`src/rtl/sw_pkg.sv`:
```
// sw_pkg: shared types and constants for the slide-switch debouncer.
//   db_state_t     - per-bit debounce FSM state
//   DEBOUNCE_SIM   - stable-cycle count used in simulation
//   DEBOUNCE_BOARD - stable-cycle count used on the board (10 ms at 50 MHz)
package sw_pkg;

  typedef enum logic {STABLE, PENDING} db_state_t;

  localparam int DEBOUNCE_SIM   = 16;
  localparam int DEBOUNCE_BOARD = 500000;

endpackage

```
`src/rtl/sw_debounce_bit.sv`:
```
// sw_debounce_bit: two-flop synchronizer plus debounce FSM for one switch bit.
// Ports:
//   clk    - system clock
//   rst_b  - synchronous active-low reset
//   raw    - asynchronous switch level
//   stable - debounced level (registered)
//   commit - high in the cycle the debounced level toggles (it toggles on the
//            next rising edge)
//
// state   | meaning
// --------+-----------------------------------------------------------
// STABLE  | synchronized input matches stable, counter idle at 0
// PENDING | input differs from stable, counting consecutive cycles
module sw_debounce_bit
  import sw_pkg::*;
#(
  parameter int DEBOUNCE_CYCLES = DEBOUNCE_SIM
) (
  input  logic clk,
  input  logic rst_b,
  input  logic raw,
  output logic stable,
  output logic commit
);

  localparam int CNT_W = (DEBOUNCE_CYCLES > 2) ? $clog2(DEBOUNCE_CYCLES) : 1;
  localparam logic [CNT_W-1:0] CNT_LAST = CNT_W'(DEBOUNCE_CYCLES - 1);

  logic             sync1;
  logic             sync2;
  db_state_t        state;
  db_state_t        state_nxt;
  logic [CNT_W-1:0] cnt;
  logic [CNT_W-1:0] cnt_nxt;
  logic             stable_nxt;

  always_ff @(posedge clk) begin
    if (!rst_b) begin
      sync1  <= 1'b0;
      sync2  <= 1'b0;
      state  <= STABLE;
      cnt    <= '0;
      stable <= 1'b0;
    end else begin
      sync1  <= raw;
      sync2  <= sync1;
      state  <= state_nxt;
      cnt    <= cnt_nxt;
      stable <= stable_nxt;
    end
  end

  always_comb begin
    state_nxt  = state;
    cnt_nxt    = cnt;
    stable_nxt = stable;
    commit     = 1'b0;
    case (state)
      STABLE: begin
        cnt_nxt = '0;
        if (sync2 != stable) begin
          state_nxt = PENDING;
          cnt_nxt   = CNT_W'(1);
        end
      end
      PENDING: begin
        if (sync2 == stable) begin
          state_nxt = STABLE;
          cnt_nxt   = '0;
        end else if (cnt == CNT_LAST) begin
          // terminal count reached: the counter never needs to wrap
          state_nxt  = STABLE;
          cnt_nxt    = '0;
          stable_nxt = ~stable;
          commit     = 1'b1;
        end else begin
          cnt_nxt = cnt + CNT_W'(1);
        end
      end
      default: begin
        state_nxt = STABLE;
        cnt_nxt   = '0;
      end
    endcase
  end

endmodule

```
`src/rtl/sw_debouncer.sv`:
```
// sw_debouncer: synchronizes and debounces a slide-switch bus and raises a
// coalescing change event with a valid/ready handshake.
// Ports:
//   clk       - system clock
//   KEY0      - synchronous active-low reset
//   SW        - raw asynchronous switch levels
//   sw_stable - debounced switch value
//   evt_valid - a change event is pending
//   evt_data  - sw_stable value at the most recent commit
//   evt_mask  - bits committed since the last accepted event
//   evt_ready - consumer accepts the event
module sw_debouncer
  import sw_pkg::*;
#(
  parameter int WIDTH           = 10,
  parameter int DEBOUNCE_CYCLES = DEBOUNCE_SIM
) (
  input  logic             clk,
  input  logic             KEY0,
  input  logic [WIDTH-1:0] SW,
  output logic [WIDTH-1:0] sw_stable,
  output logic             evt_valid,
  output logic [WIDTH-1:0] evt_data,
  output logic [WIDTH-1:0] evt_mask,
  input  logic             evt_ready
);

  logic [WIDTH-1:0] commit;
  logic [WIDTH-1:0] stable_nxt;
  logic             any_commit;

  generate
    for (genvar i = 0; i < WIDTH; i++) begin : g_bit
      sw_debounce_bit #(
        .DEBOUNCE_CYCLES(DEBOUNCE_CYCLES)
      ) u_bit (
        .clk   (clk),
        .rst_b (KEY0),
        .raw   (SW[i]),
        .stable(sw_stable[i]),
        .commit(commit[i])
      );
    end
  endgenerate

  // a committing bit toggles, so the post-edge stable value is a simple xor
  assign stable_nxt = sw_stable ^ commit;
  assign any_commit = |commit;

  always_ff @(posedge clk) begin
    if (!KEY0) begin
      evt_valid <= 1'b0;
      evt_data  <= '0;
      evt_mask  <= '0;
    end else if (any_commit) begin
      evt_valid <= 1'b1;
      evt_data  <= stable_nxt;
      // an accept on this edge retires the old event, so start a fresh mask
      if (!evt_valid || evt_ready) begin
        evt_mask <= commit;
      end else begin
        evt_mask <= evt_mask | commit;
      end
    end else if (evt_valid && evt_ready) begin
      evt_valid <= 1'b0;
    end
  end

endmodule

```
`config.mk`:
```
export PLATFORM = sky130hd
export DESIGN_NAME = sw_debouncer
export DESIGN_NICKNAME = d
export VERILOG_FILES = /design/src/rtl/sw_pkg.sv /design/src/rtl/sw_debounce_bit.sv /design/src/rtl/sw_debouncer.sv
export SDC_FILE = /design/constraint.sdc
export NUM_CORES = 1
export LEC_CHECK = 0
export ABC_AREA = 1
export CAP_MARGIN = 10
export CELL_PAD_IN_SITES_DETAIL_PLACEMENT = 1
export CELL_PAD_IN_SITES_GLOBAL_PLACEMENT = 1
export CORE_MARGIN = 4
export CORE_UTILIZATION = 35
export DETAILED_ROUTE_END_ITERATION = 6
export PLACE_DENSITY_LB_ADDON = 0.1
export SLEW_MARGIN = 40
export SYNTH_ARGS = -nofsm -noshare
export SYNTH_HDL_FRONTEND = slang
export SYNTH_SLANG_ARGS = --single-unit
```
`constraint.sdc`:
```
create_clock -name clk -period 1.55 [get_ports clk]
set_input_delay 0.31 -clock clk [delete_from_list [all_inputs] [get_ports clk]]
set_output_delay 0.31 -clock clk [all_outputs]
set_load 0.05 [all_outputs]
```
======== Word level (Yosys, flattened, before mapping) ========
Cells that the tools add are included.
W data, S select, Z words.
storage, ports and cells
  bits in registers ....................... 101
  bits of input ports ..................... 13
  output and inout port bits .............. 31
  word-level logic and storage cells ...... 253
cells by class
  $add $sub $neg .......................... 10
  equality and inequality tests ........... 30
  multiplexer cells ....................... 113
  bitwise logic cells ..................... 32
  reduce and logical (&&, ||, !) cells .... 15
operators with widths
  kind                   number
  $mux W4                20
  $pmux W4 S2            10
  $mux W1                72
  $add A4 B1 Y4 const B  10
  $eq A4 B4 Y1 const B   10
  $not A1 Y1             30
  $reduce_and A3 Y1      10
  $pmux W1 S2            10
  $eq A1 B1 Y1           10
  $mux W10               1
  $ne A1 B1 Y1           10
  $or A10 B10 Y10        1
  $reduce_or A10 Y1      1
  $xor A10 B10 Y10       1
  $reduce_bool A2 Y1     1
  $logic_and A1 B1 Y1    1
  $logic_not A1 Y1       1
  $logic_or A1 B1 Y1     1

======== Logic depth before layout (Yosys ltp) ========
  word-level depth ........................ 6
  gate-level depth with buffers ........... 12

======== Hierarchy ========
From an unflattened synthesis, not the netlist that was laid out.
unflattened totals
  cell total of the unflattened synthesis .. 565
  area total of the unflattened synthesis .. 4322.9 sq um
modules (own cells, without submodules)
  module           instances  cells an instance  area an instance (sq um)  sequential area each (sq um)
  sw_debounce_bit  10         41                 322.8                     160.2
  sw_debouncer     1          155                1094.8                    420.4

======== Worst setup path after synthesis ========
No wires, ideal clock.
  kind .................................... flip-flop to flip-flop
  from .................................... reg g_bit[3].u_bit.cnt[0]
  to ...................................... reg evt_valid
  library setup time ...................... 128 ps
  arrival ................................. 1322 ps
  data required time ...................... 1422 ps
  slack ................................... 101 ps
  cell stages (with the launch flop) ...... 10
  buffers on the path ..................... 1
  period minus slack after synthesis ...... 1449 ps
  cell sequence ........................... dfxtp_1 > ha_1 > and3_1 > nand2_4 > nand2_2 > nor2_4 > nand3_4 > buf_4 > nor2_1 > nor2_1
between the ends
  word-level cells in the longest chain between the ends .. 6
  elaborated cells between the ends (all ways) .. 7
  those cells by class .................... eq/ne (1); mux (4); reduce/logical (2)
RTL lines
  item                                                  RTL line               source
  from (decl)                                           sw_debounce_bit.sv:33  logic [CNT_W-1:0] cnt;
  from (signal assigned)                                sw_debounce_bit.sv:48  cnt <= cnt_nxt;
  $eq A4 B4 Y1 *                                        sw_debounce_bit.sv:70  end else if (cnt == CNT_LAST) begin
  $mux W1 *                                             sw_debounce_bit.sv:70
  $mux W1 *                                             sw_debounce_bit.sv:67  if (sync2 == stable) begin
  $mux W1 *                                             sw_debounce_bit.sv:58  case (state)
  $reduce_or A10 Y1 *                                   sw_debouncer.sv:48     assign any_commit = |commit;
  $mux W1 / $reduce_bool A2 Y1 (equally long branches)  --
  to (signal assigned)                                  sw_debouncer.sv:52     evt_valid <= 1'b0;
  to (signal assigned)                                  sw_debouncer.sv:56     evt_valid <= 1'b1;
  to (signal assigned)                                  sw_debouncer.sv:65     evt_valid <= 1'b0;
  to (decl)                                             sw_debouncer.sv:22     output logic evt_valid,
Every way passes the cells marked *; elsewhere a longest branch is shown, timed or not.
A chain may end at the register's enable or synchronous reset.

======== Worst setup path in the final report ========
  from .................................... reg g_bit[1].u_bit.cnt[0]
  to ...................................... reg evt_data[1]
between the ends
  word-level cells in the longest chain between the ends .. 5
  elaborated cells between the ends (all ways) .. 6
  those cells by class .................... eq/ne (1); mux (3); bitwise (1); reduce/logical (1)
RTL lines
  item                                                          RTL line                                source
  from (decl)                                                   sw_debounce_bit.sv:33
  from (signal assigned)                                        sw_debounce_bit.sv:48
  $eq A4 B4 Y1 *                                                sw_debounce_bit.sv:70
  $mux W1 *                                                     sw_debounce_bit.sv:70
  $mux W1 *                                                     sw_debounce_bit.sv:67
  $mux W1 *                                                     sw_debounce_bit.sv:58
  $reduce_or A10 Y1 / $xor A10 B10 Y10 (equally long branches)  sw_debouncer.sv:48, sw_debouncer.sv:47
  to (signal assigned)                                          sw_debouncer.sv:57                      evt_data <= stable_nxt;
  to (decl)                                                     sw_debouncer.sv:23                      output logic [WIDTH-1:0] evt_data,
Marks and branches as above.

==> summary.txt <==
Timing
  – Setup TNS: 0 ps
  – Fmax: 657.9 MHz
  – Max-Slew Margin vs Limit: 0.7198
  – Final Skew: 4.238 ps
  – Worst slew pin tran: 419.8 ps
  – Setup violators final: 0
  – Fin. max-slew vios: 0
  – Hold Fails Final Rpt: 0
  – Period minus WS final: 1520 ps
  – Tcrit/Tclk final: 0.9807
  – RSZ-0062 raised after global routing: true

Synth
  – FF+latch count, synth: 101
  – Post-synthesis cell count: 536
  – Syn Area/Cell: 7.785 sq um
  – Yosys warns: 0
  – Synthesized cell area: 0.004173 sq mm
  – Mapped Nets: 559
  – Synth unique cells: 29
  – Seq/Total Area, Yosys: 0.4846

GRT
  – Gr ovfl total: 0
  – Global-route wire length before repair: 16350 microns
  – Largest net degree at the start of global routing: 22
  – Number of global-route vias before repair: 3497
  – GRT Total Usage: 0.1541
  – Initial antenna violation count: 0

Setup path
  – Worst Setup Path Type: flop to flop
  – CP most frequent cell: nor2_4
  – Max stage delay on crit path: 340 ps
  – Worst R2R End: evt_data[1]
  – Slowest CP cell: dfxtp_2
  – R2r startpoint: g_bit[1].u_bit.cnt[0]
  – CP Capture Type: flop
  – Crit path launch type: flop
  – Worst EP required: 1790 ps
  – R2R depth: 10
  – R2r setup slk: 30 ps
  – Worst-path cell chain: ha_4 > nand2_4 > nor2_4 > nand3_2 > nand2_2 > nor2_4 > nand3_4 > buf_6 > nor2_1 > nor2_2
  – Crit path max fanout: 6
  – Worst setup path start: g_bit[1].u_bit.cnt[0]
  – Worst Path Arrival: 1760 ps

Clock network
  – Clock-pin slew on the worst setup and hold paths: 60 ps
  – Clock tree buffer depth: 2
  – H-tree Lvls: 3
  – CTS buffer count: 9
  – Clk_lat worst skew: 340 ps
  – Clock root buffer: clkbuf_16
  – Hold buffers post-CTS: 0
  – CTS tree: yes
  – Clock sink count: 101

Power and ir drop
  – Peak VDD IR: 0.6161 mV
  – Power Dens Cells: 840.4 mW/mm^2
  – Leakage: 0.002499 uW

Finish
  – Most frequent cells in the layout: nand2_1, inv_1, dfxtp_1
  – Design area: 0.005909 sq mm
  – Commonest non-fill, non-tap cell in the layout: nand2_1
  – Reg area: 0.002054 sq mm
  – N_diodes: 0
  – Layout cells sized above 1: 0.3084
  – Multi-input logic area: 0.001971 sq mm
  – Fill cells: 1340
  – Area delta synth->final: 41.62%
  – Final net count: 635

Floorplan
  – Die Span Y: 117.2 microns
  – Initial Util: 0.3608
  – Die boundary width: 117.2 microns
  – Core Region: 0.01156 sq mm
  – Rows: 39
  – Die Area: 0.01373 sq mm
  – # IOs: 44

Hold path
  – Worst Min Path Start: KEY0
  – Hold Crit Class: primary input to flop
  – Hold endpoint: evt_data[3]
  – Cells on Worst Hold Path: 3

Placed design
  – PortBufs: 43
  – DP Wirelength: 7137 microns
  – Post-DP Area: 0.005204 sq mm
  – Routability cong.: 0.7453

Drt
  – Final WL: 9994 microns
  – Vias: 3431
  – Antenna viol nets, final: 0
  – Wirelength per Cell: 13.17 microns
  – Vias/cell: 4.520
  – DR DRC count: 0
  – Drt pass-1 iters: 4
  – Iter 0 DRT Violations: 168

Job
  – Max Cap Violations: 0

Outcome
  – Status: completed
==> report_power, final <==
group	total [uW]	internal [uW]	switching (uW)
registers	2660	2640	25.9
logic	170	73.2	96.4
clock network	2140	1210	925
==> registers in the layout (all words and copies together), names as in the netlist <==
name                count
g_bit.u_bit.state      10
g_bit.u_bit.sync1      10
evt_data               10
evt_mask               10
g_bit.u_bit.sync2      10
evt_valid               1
g_bit.u_bit.stable     10
g_bit.u_bit.cnt        40
==> timing repair <==
| action | CTS | global route |
|---|---|---|
| setup buffers | 4 | 2 |
| gates resized for setup | 29 | 78 |
| pin swaps | 14 | 20 |
| gates cloned | 3 | 0 |
| endpoints found under the setup margin | 21 | 21 |
==> worst max-delay path, delay by kind of cell (launching register included) <==
family / cells / cell delay [ps]
simple gates: 8 / 740
flops: 1 / 340
buf+inv: 1 / 170
fa+ha+maj: 1 / 170
==> Yosys cell counts, drive strengths merged <==
cell / instances / share of area
nand2: 117 / 0.11
dfxtp: 101 / 0.48
nor2: 94 / 0.094
inv: 88 / 0.079
nand3: 27 / 0.044
buf: 20 / 0.034
o21ai: 20 / 0.024
xor2: 19 / 0.040
nand4: 12 / 0.018
a21oi: 10 / 0.012
ha: 10 / 0.030
nor3b: 7 / 0.013
clkbuf: 3 / 0.0027
xnor2: 3 / 0.0063
a211oi: 1 / 0.0018
and3: 1 / 0.0015
clkinv: 1 / 0.00090
nand3b: 1 / 0.0018
o2111ai: 1 / 0.0021
==> layer usage <==
| layer | global-route usage | share of wire | wire (microns) | vias up |
|---|---|---|---|---|
| met2 | 0.2704 | 0.52 | 5225 | 40 |
| met5 | 0 | 0 | 0 | - |
| met4 | 0.04817 | 0.014 | 142 | 0 |
| li1 | - | - | - | 1765 |
| met1 | 0.1815 | 0.43 | 4333 | 1613 |
| met3 | 0.04422 | 0.029 | 293 | 13 |
==> logic make-up (layout without fill, tap and decap cells) <==
group	Yosys count	in the layout	share of synthesized area
AOI/OAI and AO/OA	32	32	0.03988
xor gates and xnor gates	22	22	0.04618
adders and majority gates	10	10	0.02999
buffers and inverters	112	192	0.1169
DFF	101	101	0.4846
and+or+nand+nor	259	259	0.2825
==> through the flow <==
stage	total power [uW]	std cells	utilization	setup WS, ps	hold slack, ps
after floorplan	2803	536	-	100.5	390.5
after global placement	2873	735	0.4500	-24.99	399.6
after detailed placement	2881	735	0.4500	-107.7	401.8
after CTS	5041	757	0.4856	-5.621	246.5
after global routing	5202	759	0.5110	-65.06	247.5
final	4966	759	0.5110	29.99	257.2
==> final cells by class <==
type | instances | share of cell area
timing repair buffer | 88 | 0.1848
tap | 143 | 0.03028
multi-input combinational | 323 | 0.3335
sequential | 101 | 0.3477
clock inverter | 1 | 0.0008469
clock buffer | 14 | 0.04637
inverter | 89 | 0.05653
==> worst max path at each step <==
stage / slack (ps) / cells after the start / to
2_1_floorplan: 100 / 9 / evt_valid
3_3_place_gp: -20 / 6 / evt_mask[1]
3_5_place_dp: -110 / 11 / evt_data[1]
4_1_cts: -6 / 10 / evt_data[1]
5_1_grt: -70 / 11 / evt_data[2]
6_report: 30 / 10 / evt_data[1]
Power figures use the tool's default switching activity.
